$ cat src/rtl/noise_source.sv
// Triangle test signal corrupted by FIR-coloured LFSR noise, emitted in bursts.
// Provides the reference noise, the corrupted signal and the clean signal per strobe.
//
// state | meaning
// IDLE  | after reset; outputs hold, waiting for start
// RUN   | divider running, one sample per DIV cycles
// DONE  | burst complete or stopped; outputs hold, start re-arms
module noise_source #(
    parameter int                            DATA_WIDTH = 16,
    parameter int                            DIV        = 4,
    parameter logic [15:0]                   LFSR_SEED  = 16'hACE1,
    parameter logic signed [DATA_WIDTH-1:0]  H0         = 16'sh4000,
    parameter logic signed [DATA_WIDTH-1:0]  H1         = 16'sh2000,
    parameter logic signed [DATA_WIDTH-1:0]  H2         = -16'sh1000,
    parameter logic signed [DATA_WIDTH-1:0]  H3         = 16'sh0800,
    parameter logic signed [DATA_WIDTH-1:0]  TRI_STEP   = 16'sd256,
    parameter logic signed [DATA_WIDTH-1:0]  TRI_AMP    = 16'sd8192
) (
    input  logic                          clk,
    input  logic                          rst,
    input  logic                          start,
    input  logic [15:0]                   num_samples,
    input  logic                          stop,
    output logic                          sample_en,
    output logic signed [DATA_WIDTH-1:0]  ref_s,
    output logic signed [DATA_WIDTH-1:0]  d,
    output logic signed [DATA_WIDTH-1:0]  s_clean,
    output logic                          busy,
    output logic                          done
);

    localparam logic [1:0] ST_IDLE = 2'd0;
    localparam logic [1:0] ST_RUN  = 2'd1;
    localparam logic [1:0] ST_DONE = 2'd2;

    localparam int PW = 2 * DATA_WIDTH;
    localparam int AW = 2 * DATA_WIDTH + 2;
    localparam int EW = DATA_WIDTH + 1;
    localparam logic [7:0] DIV_M1 = 8'(DIV - 1);

    localparam logic signed [AW-1:0] ACC_MAX = {{(AW-DATA_WIDTH+1){1'b0}}, {(DATA_WIDTH-1){1'b1}}};
    localparam logic signed [AW-1:0] ACC_MIN = {{(AW-DATA_WIDTH+1){1'b1}}, {(DATA_WIDTH-1){1'b0}}};

    function automatic logic signed [DATA_WIDTH-1:0] sat(input logic signed [AW-1:0] v);
        if (v > ACC_MAX) return ACC_MAX[DATA_WIDTH-1:0];
        if (v < ACC_MIN) return ACC_MIN[DATA_WIDTH-1:0];
        return v[DATA_WIDTH-1:0];
    endfunction

    logic [1:0]                   state;
    logic [15:0]                  lfsr;
    logic [7:0]                   div_q;
    logic [15:0]                  cnt_q;
    logic [15:0]                  len_q;
    logic signed [DATA_WIDTH-1:0] n1, n2, n3;
    logic signed [DATA_WIDTH-1:0] tri_q;
    logic                         rising;

    logic [15:0]                  lfsr_nxt;
    logic signed [15:0]           lfsr_sh;
    logic signed [DATA_WIDTH-1:0] n_new, c_new, s_new, d_new;
    logic signed [PW-1:0]         p0, p1, p2, p3;
    logic signed [AW-1:0]         acc;
    logic signed [EW-1:0]         tri_up, tri_dn, sd_sum;
    logic                         rising_nxt;

    always_comb begin
        lfsr_nxt = {lfsr[14:0], lfsr[15] ^ lfsr[13] ^ lfsr[12] ^ lfsr[10]};
        lfsr_sh  = $signed(lfsr_nxt) >>> 2;
        n_new    = DATA_WIDTH'(lfsr_sh);

        p0    = PW'(H0) * PW'(n_new);
        p1    = PW'(H1) * PW'(n1);
        p2    = PW'(H2) * PW'(n2);
        p3    = PW'(H3) * PW'(n3);
        acc   = AW'(p0) + AW'(p1) + AW'(p2) + AW'(p3);
        c_new = sat(acc >>> 15);

        // Triangle turns around on the sample that reaches the peak
        tri_up     = EW'(tri_q) + EW'(TRI_STEP);
        tri_dn     = EW'(tri_q) - EW'(TRI_STEP);
        s_new      = tri_q;
        rising_nxt = rising;
        if (rising) begin
            if (tri_up >= EW'(TRI_AMP)) begin
                s_new      = TRI_AMP;
                rising_nxt = 1'b0;
            end else begin
                s_new = tri_up[DATA_WIDTH-1:0];
            end
        end else begin
            if (tri_dn <= -EW'(TRI_AMP)) begin
                s_new      = -TRI_AMP;
                rising_nxt = 1'b1;
            end else begin
                s_new = tri_dn[DATA_WIDTH-1:0];
            end
        end

        sd_sum = EW'(s_new) + EW'(c_new);
        d_new  = sat(AW'(sd_sum));
    end

    assign busy = (state == ST_RUN);

    always_ff @(posedge clk) begin
        if (rst) begin
            state     <= ST_IDLE;
            lfsr      <= LFSR_SEED;
            div_q     <= '0;
            cnt_q     <= '0;
            len_q     <= '0;
            n1        <= '0;
            n2        <= '0;
            n3        <= '0;
            tri_q     <= '0;
            rising    <= 1'b1;
            sample_en <= 1'b0;
            done      <= 1'b0;
            ref_s     <= '0;
            d         <= '0;
            s_clean   <= '0;
        end else begin
            sample_en <= 1'b0;
            done      <= 1'b0;
            case (state)
                ST_IDLE, ST_DONE: begin
                    if (start) begin
                        state  <= ST_RUN;
                        lfsr   <= LFSR_SEED;
                        div_q  <= '0;
                        cnt_q  <= '0;
                        len_q  <= num_samples;
                        n1     <= '0;
                        n2     <= '0;
                        n3     <= '0;
                        tri_q  <= '0;
                        rising <= 1'b1;
                    end
                end
                ST_RUN: begin
                    // stop and burst completion both take priority over a due strobe
                    if (stop || (len_q != 16'd0 && cnt_q == len_q)) begin
                        state <= ST_DONE;
                        done  <= 1'b1;
                    end else if (div_q == DIV_M1) begin
                        div_q     <= '0;
                        cnt_q     <= cnt_q + 16'd1;
                        sample_en <= 1'b1;
                        lfsr      <= lfsr_nxt;
                        n1        <= n_new;
                        n2        <= n1;
                        n3        <= n2;
                        tri_q     <= s_new;
                        rising    <= rising_nxt;
                        ref_s     <= n_new;
                        s_clean   <= s_new;
                        d         <= d_new;
                    end else begin
                        div_q <= div_q + 8'd1;
                    end
                end
                default: state <= ST_IDLE;
            endcase
        end
    end

endmodule

$ cat config.mk
export PLATFORM = sky130hd
export DESIGN_NAME = noise_source
export DESIGN_NICKNAME = d
export VERILOG_FILES = /design/src/rtl/noise_source.sv
export SDC_FILE = /design/constraint.sdc
export NUM_CORES = 1
export LEC_CHECK = 0
export ABC_AREA = 1
export CAP_MARGIN = 20
export CORE_ASPECT_RATIO = 1.25
export CORE_UTILIZATION = 56
export DETAILED_ROUTE_END_ITERATION = 12
export PLACE_DENSITY = 0.8
export SLEW_MARGIN = 20
export SYNTH_ARGS = -nofsm -noshare
export SYNTH_HDL_FRONTEND = slang
export SYNTH_SLANG_ARGS = --single-unit
$ cat constraint.sdc
create_clock -name clk -period 6.4 [get_ports clk]
set_clock_uncertainty 0.15 [all_clocks]
set_input_delay 1.6 -clock clk [delete_from_list [all_inputs] [get_ports clk]]
set_output_delay 1.6 -clock clk [all_outputs]
set_load 0.1 [all_outputs]
==> results of run 1 <==
-- power by group --
group	total (mW)	internal [mW]	leakage (nW)	switching, mW
Clock	1.01	0.608	0.282	0.401
Sequential	0.934	0.915	1.17	0.0190
Combinational	0.366	0.119	3.77	0.247
-- per-stage QoR --
stage | util | hold slack (ps) | total power [mW] | setup slack [ps]
2_1_floorplan | - | 289 | 1.22 | 822
3_3_place_gp | 0.613 | 300 | 1.31 | 390
3_5_place_dp | 0.613 | 310 | 1.31 | 263
4_1_cts | 0.647 | 317 | 2.31 | 255
5_1_grt | 0.650 | 340 | 2.40 | 5.34
6_report | 0.650 | 315 | 2.31 | 547
-- kinds of logic after synthesis --
logic type	count (synthesis)
DFF	144
xor gates and xnor gates	66
and+or+nand+nor	724
AOI/OAI and AO/OA	218
adders and majority gates	76
buffers and inverters	264
-- per-layer routing --
layer | routed length [um] | global-route usage
met5 | 0 | 0
met2 | 12600 | 0.499
met1 | 11100 | 0.337
met4 | 507 | 0.0988
met3 | 747 | 0.0377
-- flip-flops by register name (all words and copies together), names as in the netlist --
signal	cells
sample_en	1
n3	7
cnt_q	16
state	2
ref_s	14
rising	1
n1	7
done	1
len_q	16
div_q	8
tri_q	16
s_clean	16
n2	7
lfsr	16
d	16
-- final timing paths --
kind	start	endpoint	slack [ps]	depth (start not counted)
worst min-delay path	n3[5]	n3[5]	320	2
worst max register to register	lfsr[3]	d[8]	550	37
worst min register to register	n3[5]	n3[5]	320	2
worst max-delay path	lfsr[3]	d[8]	550	37
-- critical path, delay by kind of cell (launching register included) --
kind / cells / cell delay (ps)
compound gates: 3 / 510
fa+ha+maj: 4 / 1380
buf+inv: 4 / 410
flops: 1 / 340
xor+xnor: 1 / 150
simple gates: 25 / 2790
-- cells in the final DEF (no fill, tap or decap), types with 3 or more instances in the layout --
cell type and instances:
or2_2 3, clkinvlp_4 4, a21oi_1 137, clkbuf_16 17, o21ai_1 3, nand3b_1 3, nand2_4 3, nand4_1 19
nor3_1 9, xor2_1 48, inv_1 197, nor2_4 3, o211ai_1 6, clkdlybuf4s50_1 69, inv_2 8, nand2_1 397
nand3_2 11, o21ai_0 57, buf_4 8, nor2_1 163, xnor2_1 18, nand2_2 12, a31oi_1 6, ha_1 41
dfxtp_1 144, clkbuf_8 3, nor2_2 4, nand3_1 89, fa_1 35
-- cell type report --
cell class | count | area (um2) | area share
Clock buffer | 21 | 470 | 0.0415
Clock inverter | 11 | 130 | 0.0115
Tap cell | 224 | 280 | 0.0247
Sequential cell | 144 | 2880 | 0.255
Inverter | 207 | 777 | 0.0686
Timing Repair Buffer | 78 | 756 | 0.0667
Multi-Input combinational cell | 1084 | 6030 | 0.532
==> results.json, run 1 <==
{
  "rsz0062_at_grt": "false",
  "ioPinCount": 71,
  "cts_root_buffer": "clkbuf_16",
  "avgSynthCellArea_um2": 6.67,
  "antenna_left": 0,
  "drv_cap": 0,
  "areaGrowthSynthToFinish_pct": 13.8,
  "synth_top_area_frac": 0.290,
  "die_h_um": 151,
  "max_stage_delay_ps": 490,
  "dieArea_mm2": 0.0183,
  "place_area_mm2": 0.0107,
  "hold_viol": 0,
  "fp-row-count": 54,
  "fillers": 1586,
  "drtPass1Iterations": 5,
  "startpoint_type": "flop",
  "synthSimpleGateAreaFrac": 0.307,
  "cp.required_ps": 6560,
  "clock_latency_ps": 420,
  "yosys_warnings": 0,
  "num_vias": 9296,
  "gp_routability_congestion": 0.949,
  "synthCells": 1492,
  "numClockSinks": 144,
  "grt_pass1_vias": 8722,
  "post_cts_resized": 0,
  "die-width_um": 121,
  "leakage_nw": 5.21,
  "cp_max_fo": 13,
  "drt_iter0_drc": 705,
  "fin_crit_ps": 5850,
  "ctsHoldBuffers": 0,
  "grt_max_degree": 79,
  "synth_top_family_by_area": "simple AND/OR/NAND/NOR gates",
  "finalSetupTns_ps": 0,
  "synth_adder_area_share": 0.122,
  "synthTopCellsByCount": "398 x nand2_1, 199 x inv_1, 166 x nor2_1, 144 x dfxtp_1, 139 x a21oi_1",
  "ir_drop_uv": 187,
  "power_density_mw_per_mm2": 204,
  "cts_made_buffers": 17,
  "vias_per_cell": 5.25,
  "crit_slowest_cell": "fa_1",
  "yosysMostFrequentCell": "nand2_1",
  "hold_class": "reg -> reg",
  "start_util": 0.571,
  "post-route-period-util": 0.915,
  "antenna_found_initial": 0,
  "synth.net_count": 1588,
  "outcome": "completed",
  "antenna_cells": 0,
  "place_inst": 1737,
  "slew_violations": 0,
  "final_cells": 1769,
  "grt_usage": 0.278,
  "crit_top_cell": "nand2_1",
  "synth-edff-count": 0,
  "drc": 0,
  "drive_above_1_share": 0.0576,
  "grt_overflow": 0,
  "tightest_slew_ps": 1030,
  "core-area_mm2": 0.0174,
  "wl_um": 25000,
  "yosys-top-cells-area": "dfxtp_1 29%, nand2_1 15%, inv_1 7.5%, fa_1 7.0%, a21oi_1 7.0%",
  "wl_per_cell_um": 14.1,
  "cts_tree": "done",
  "setup_viol": 0,
  "portBuffers": 70,
  "arrival_ps": 6010,
  "crit_type": "reg -> reg",
  "cp-end-kind": "flop",
  "slew_headroom": 0.310,
  "ys_seq_elements": 144,
  "ys_types": 38,
  "synth_area_mm2": 0.00995,
  "clock_path_buffers": 2,
  "synthMuxAreaShare": 0,
  "max_freq_mhz": 171,
  "synth-xor-area-share": 0.0581,
  "hpwl_um": 18400,
  "ys.flop_type": "dfxtp_1",
  "synthArstFlopShare": 0,
  "clk_pin_slew_ps": 60,
  "grt_pass1_wl_um": 40300,
  "synth-compound-area-share": 0.114,
  "cts_setup_buffers": 0,
  "final_cell_area_mm2": 0.0113,
  "h-tree-depth": 4,
  "synth_area_leader_cell": "dfxtp_1",
  "nets": 1628,
  "synth-seq-area-share": 0.290
}
No activity file was read; power rests on OpenSTA's default activity.
==> run 2: changes to the inputs <==
==> constraint.sdc (replaced) <==
create_clock -name clk -period 6.4 [get_ports clk]
set_clock_uncertainty 0.15 [all_clocks]
set_input_delay 1.28 -clock clk [delete_from_list [all_inputs] [get_ports clk]]
set_output_delay 1.28 -clock clk [all_outputs]
set_load 0.1 [all_outputs]
==> results.json, run 2 (synthesized netlist as in run 1, its figures left out) <==
{
  "outcome": "completed",
  "slew_headroom": 0.298,
  "cp-end-kind": "flop",
  "finish.utilization": 0.649,
  "post-route-period-util": 0.927,
  "slew_violations": 0,
  "vias_per_cell": 5.31,
  "place_area_mm2": 0.0107,
  "power_density_mw_per_mm2": 203,
  "num_vias": 9402,
  "grt_pass1_wl_um": 40400,
  "portBuffers": 70,
  "fp-row-count": 54,
  "path_buf_inv": 4,
  "core-area_mm2": 0.0174,
  "cts_root_buffer": "clkbuf_16",
  "drt_iter0_drc": 693,
  "h-tree-depth": 4,
  "seqCellArea_mm2": 0.00288,
  "drv_cap": 0,
  "multi_input_area_mm2": 0.00603,
  "numClockSinks": 144,
  "max_freq_mhz": 169,
  "top_layer": "met4",
  "clk_pin_slew_ps": 60,
  "clock_path_buffers": 2,
  "cp.required_ps": 6570,
  "ir_drop_uv": 195,
  "dieArea_mm2": 0.0183,
  "layout_common_cells": "397 x nand2_1, 197 x inv_1, 160 x nor2_1",
  "route.met2.wl_um": 12800,
  "hold_viol": 0,
  "tightest_slew_ps": 1050,
  "grt_pass1_vias": 8630,
  "drive_above_1_share": 0.0595,
  "post_cts_resized": 0,
  "fin_crit_ps": 5930,
  "wl_met1_um": 10900,
  "die-width_um": 121,
  "max_stage_delay_ps": 490,
  "final_cell_area_mm2": 0.0113,
  "critPathTopFamily": "simple AND/OR/NAND/NOR gates",
  "start_util": 0.571,
  "drtPass1Iterations": 5,
  "final_common_cell": "nand2_1",
  "p_total_mw": 2.30,
  "hpwl_um": 18700,
  "cts_setup_buffers": 0,
  "ioPinCount": 71,
  "fillers": 1633,
  "grt_usage": 0.278,
  "cts_tree": "done",
  "leakage_nw": 5.21,
  "crit_type": "reg -> reg",
  "ctsHoldBuffers": 0,
  "areaGrowthSynthToFinish_pct": 13.7,
  "grt_max_degree": 79,
  "dr_wl_met3_um": 731,
  "clock_latency_ps": 430,
  "startpoint_type": "flop",
  "cp_max_fo": 13,
  "nets": 1628,
  "arrival_ps": 6110,
  "wl_um": 25000,
  "drc": 0,
  "crit_slowest_cell": "fa_1",
  "grt_overflow": 0,
  "wl_per_cell_um": 14.1,
  "gp_routability_congestion": 0.947,
  "die_h_um": 151,
  "antenna_cells": 0,
  "setup_viol": 0,
  "cts_made_buffers": 17,
  "hold_class": "reg -> reg",
  "antenna_found_initial": 0,
  "antenna_left": 0,
  "crit_top_cell": "nand2_1"
}
[run 2: path summary, 6_finish.rpt]
| kind | end | cells past startpoint | startpoint | slack, ps |
|---|---|---|---|---|
| worst max register to register | d[10] | 37 | lfsr[3] | 470 |
| worst min register to register | n3[9] | 2 | n3[9] | 310 |
| worst max-delay path | d[10] | 37 | lfsr[3] | 470 |
| worst min-delay path | n3[9] | 2 | n3[9] | 310 |
[run 2: metrics by stage]
| step | std cells | TNS [ps] | hold slack (ps) | setup WS [ps] |
|---|---|---|---|---|
| floorplan | 1492 | 0 | 289 | 822 |
| global placement | 1737 | 0 | 299 | 388 |
| detailed placement | 1737 | 0 | 308 | 193 |
| CTS | 1769 | 0 | 314 | 185 |
| global route | 1769 | -1.03 | 334 | -1.03 |
| finish | 1769 | 0 | 313 | 466 |
[run 2: routing by layer]
layer | global-route usage | vias up
met4 | 0.0975 | 0
li1 | - | 4771
met3 | 0.0456 | 43
met2 | 0.500 | 170
met5 | 0 | -
met1 | 0.334 | 4418
[run 2: worst min-delay path: cells and delay by family, from the launching register on]
family             cells  cell delay, ps
DFF                    1             310
and+or+nand+nor        1              60
AOI/OAI and AO/OA      1              50
[run 2: where the power goes]
part           switching [mW]  total [mW]  internal [mW]  leakage (nW)
combinational           0.248       0.367          0.119          3.76
sequential             0.0194       0.934          0.915          1.17
clock                   0.418       0.997          0.578         0.281
total                   0.686        2.30           1.61          5.21
[run 2: layout make-up]
class                      instances  share of cell area
clock inverter                    15              0.0141
timing repair buffer              78              0.0668
tap                              224              0.0248
sequential                       144               0.255
clock buffer                      17              0.0376
multi-input combinational       1084               0.533
inverter                         207              0.0687
==> run 3: changes to the inputs <==
Settings changed: CELL_PAD_IN_SITES_DETAIL_PLACEMENT from default to 1, CELL_PAD_IN_SITES_GLOBAL_PLACEMENT from default to 2, CORE_UTILIZATION 56 to 33, PLACE_DENSITY 0.8 to 0.83.
==> results.json, run 3 (synthesized netlist as in run 1, its figures left out) <==
{
  "place_inst": 1910,
  "outcome": "completed",
  "drt_iter0_drc": 430,
  "fp-row-count": 70,
  "cp-end-kind": "flop",
  "areaGrowthSynthToFinish_pct": 16.9,
  "power_density_mw_per_mm2": 203,
  "drtPass1Iterations": 4,
  "hpwl_um": 22900,
  "hold_viol": 0,
  "clock_latency_ps": 430,
  "grt_pass1_wl_um": 49300,
  "cts_tree": "done",
  "fin_crit_ps": 5850,
  "max_freq_mhz": 171,
  "die_h_um": 196,
  "grt_max_degree": 79,
  "tightest_slew_ps": 1030,
  "drive_above_1_share": 0.0665,
  "whs_ps": 316,
  "antenna_cells": 0,
  "leakage_nw": 5.25,
  "antenna_left": 0,
  "final_cells": 1946,
  "layout_common_cells": "392 x nand2_1, 196 x inv_1, 163 x nor2_1",
  "ctsHoldBuffers": 0,
  "grt_pass1_vias": 9862,
  "cts_made_buffers": 17,
  "cp_max_fo": 9,
  "slew_violations": 0,
  "grt.busiest_layer": "met2",
  "drv_cap": 0,
  "portBuffers": 70,
  "cts_root_buffer": "clkbuf_16",
  "clock_path_buffers": 2,
  "post-route-period-util": 0.914,
  "grt_overflow": 0,
  "crit_slowest_cell": "fa_1",
  "slew_headroom": 0.312,
  "crit_type": "reg -> reg",
  "vias_per_cell": 4.86,
  "crit_top_cell": "nand2_1",
  "met1_usage": 0.241,
  "wl_um": 30000,
  "p_total_mw": 2.36,
  "core-area_mm2": 0.0294,
  "grt_usage": 0.203,
  "drc": 0,
  "cp.required_ps": 6580,
  "hold_class": "reg -> reg",
  "pre_cts_slack_ps": -32.2,
  "startpoint_type": "flop",
  "antenna_found_initial": 0,
  "nets": 1633,
  "h-tree-depth": 4,
  "max_stage_delay_ps": 480,
  "die-width_um": 157,
  "dieArea_mm2": 0.0308,
  "use_met2": 0.382,
  "final_common_cell": "nand2_1",
  "numClockSinks": 144,
  "wl_per_cell_um": 15.4,
  "met3_usage": 0.0241,
  "gp_routability_congestion": 0.865,
  "num_vias": 9448,
  "fin_ws_ps": 552,
  "setup_viol": 0,
  "ioPinCount": 71,
  "fillers": 3842,
  "start_util": 0.338,
  "arrival_ps": 6030,
  "ir_drop_uv": 175,
  "clk_pin_slew_ps": 70
}
-- run 3: final cells by class --
class | count | area (um2) | share of cell area
clock buffers | 20 | 457 | 0.0393
clock inverters | 12 | 158 | 0.0136
inverters | 207 | 777 | 0.0668
multi-input cells | 1084 | 6060 | 0.522
flip-flops and latches | 144 | 2880 | 0.248
well taps | 396 | 495 | 0.0426
repair buffers | 83 | 793 | 0.0682
-- run 3: timing repair --
| item | in CTS | in global routing |
|---|---|---|
| buffers inserted | 0 | 4 |
| endpoints found under the hold margin | 0 | 0 |
| gates resized for setup | 1 | 20 |
| pin swaps | 0 | 5 |
| setup endpoints to repair | 7 | 16 |
-- run 3: final timing paths --
path,from,endpoint,slack (ps),cells past startpoint
setup reg to reg,lfsr[4],d[4],550,37
setup / recovery,lfsr[4],d[4],550,37
hold / removal,state[1],state[1],320,2
hold reg to reg,state[1],state[1],320,2
-- run 3: per-layer routing --
layer	part of all wire	vias up
li1	-	4772
met5	0	-
met3	0.020	20
met1	0.44	4568
met4	0.0096	0
met2	0.53	88
-- run 3: metrics by stage --
stage | setup TNS (ps) | util | cell area [um2]
finish | 0 | 0.395 | 11600
detailed placement | -64.8 | 0.371 | 10900
global placement | 0 | 0.371 | 10900
floorplan | 0 | - | 9950
CTS | 0 | 0.392 | 11500
global route | -50.0 | 0.395 | 11600
-- run 3: power by group --
| group | total [mW] | internal, mW | switching [mW] |
|---|---|---|---|
| clock | 1.05 | 0.636 | 0.414 |
| sequential | 0.935 | 0.915 | 0.0206 |
| combinational | 0.380 | 0.121 | 0.259 |
-- run 3: critical path, delay by kind of cell (launching register included) --
family	cells	cell delay [ps]
xor+xnor	1	190
fa+ha+maj	4	1380
buf+inv	5	590
compound gates	1	200
flops	1	330
simple gates	26	2870
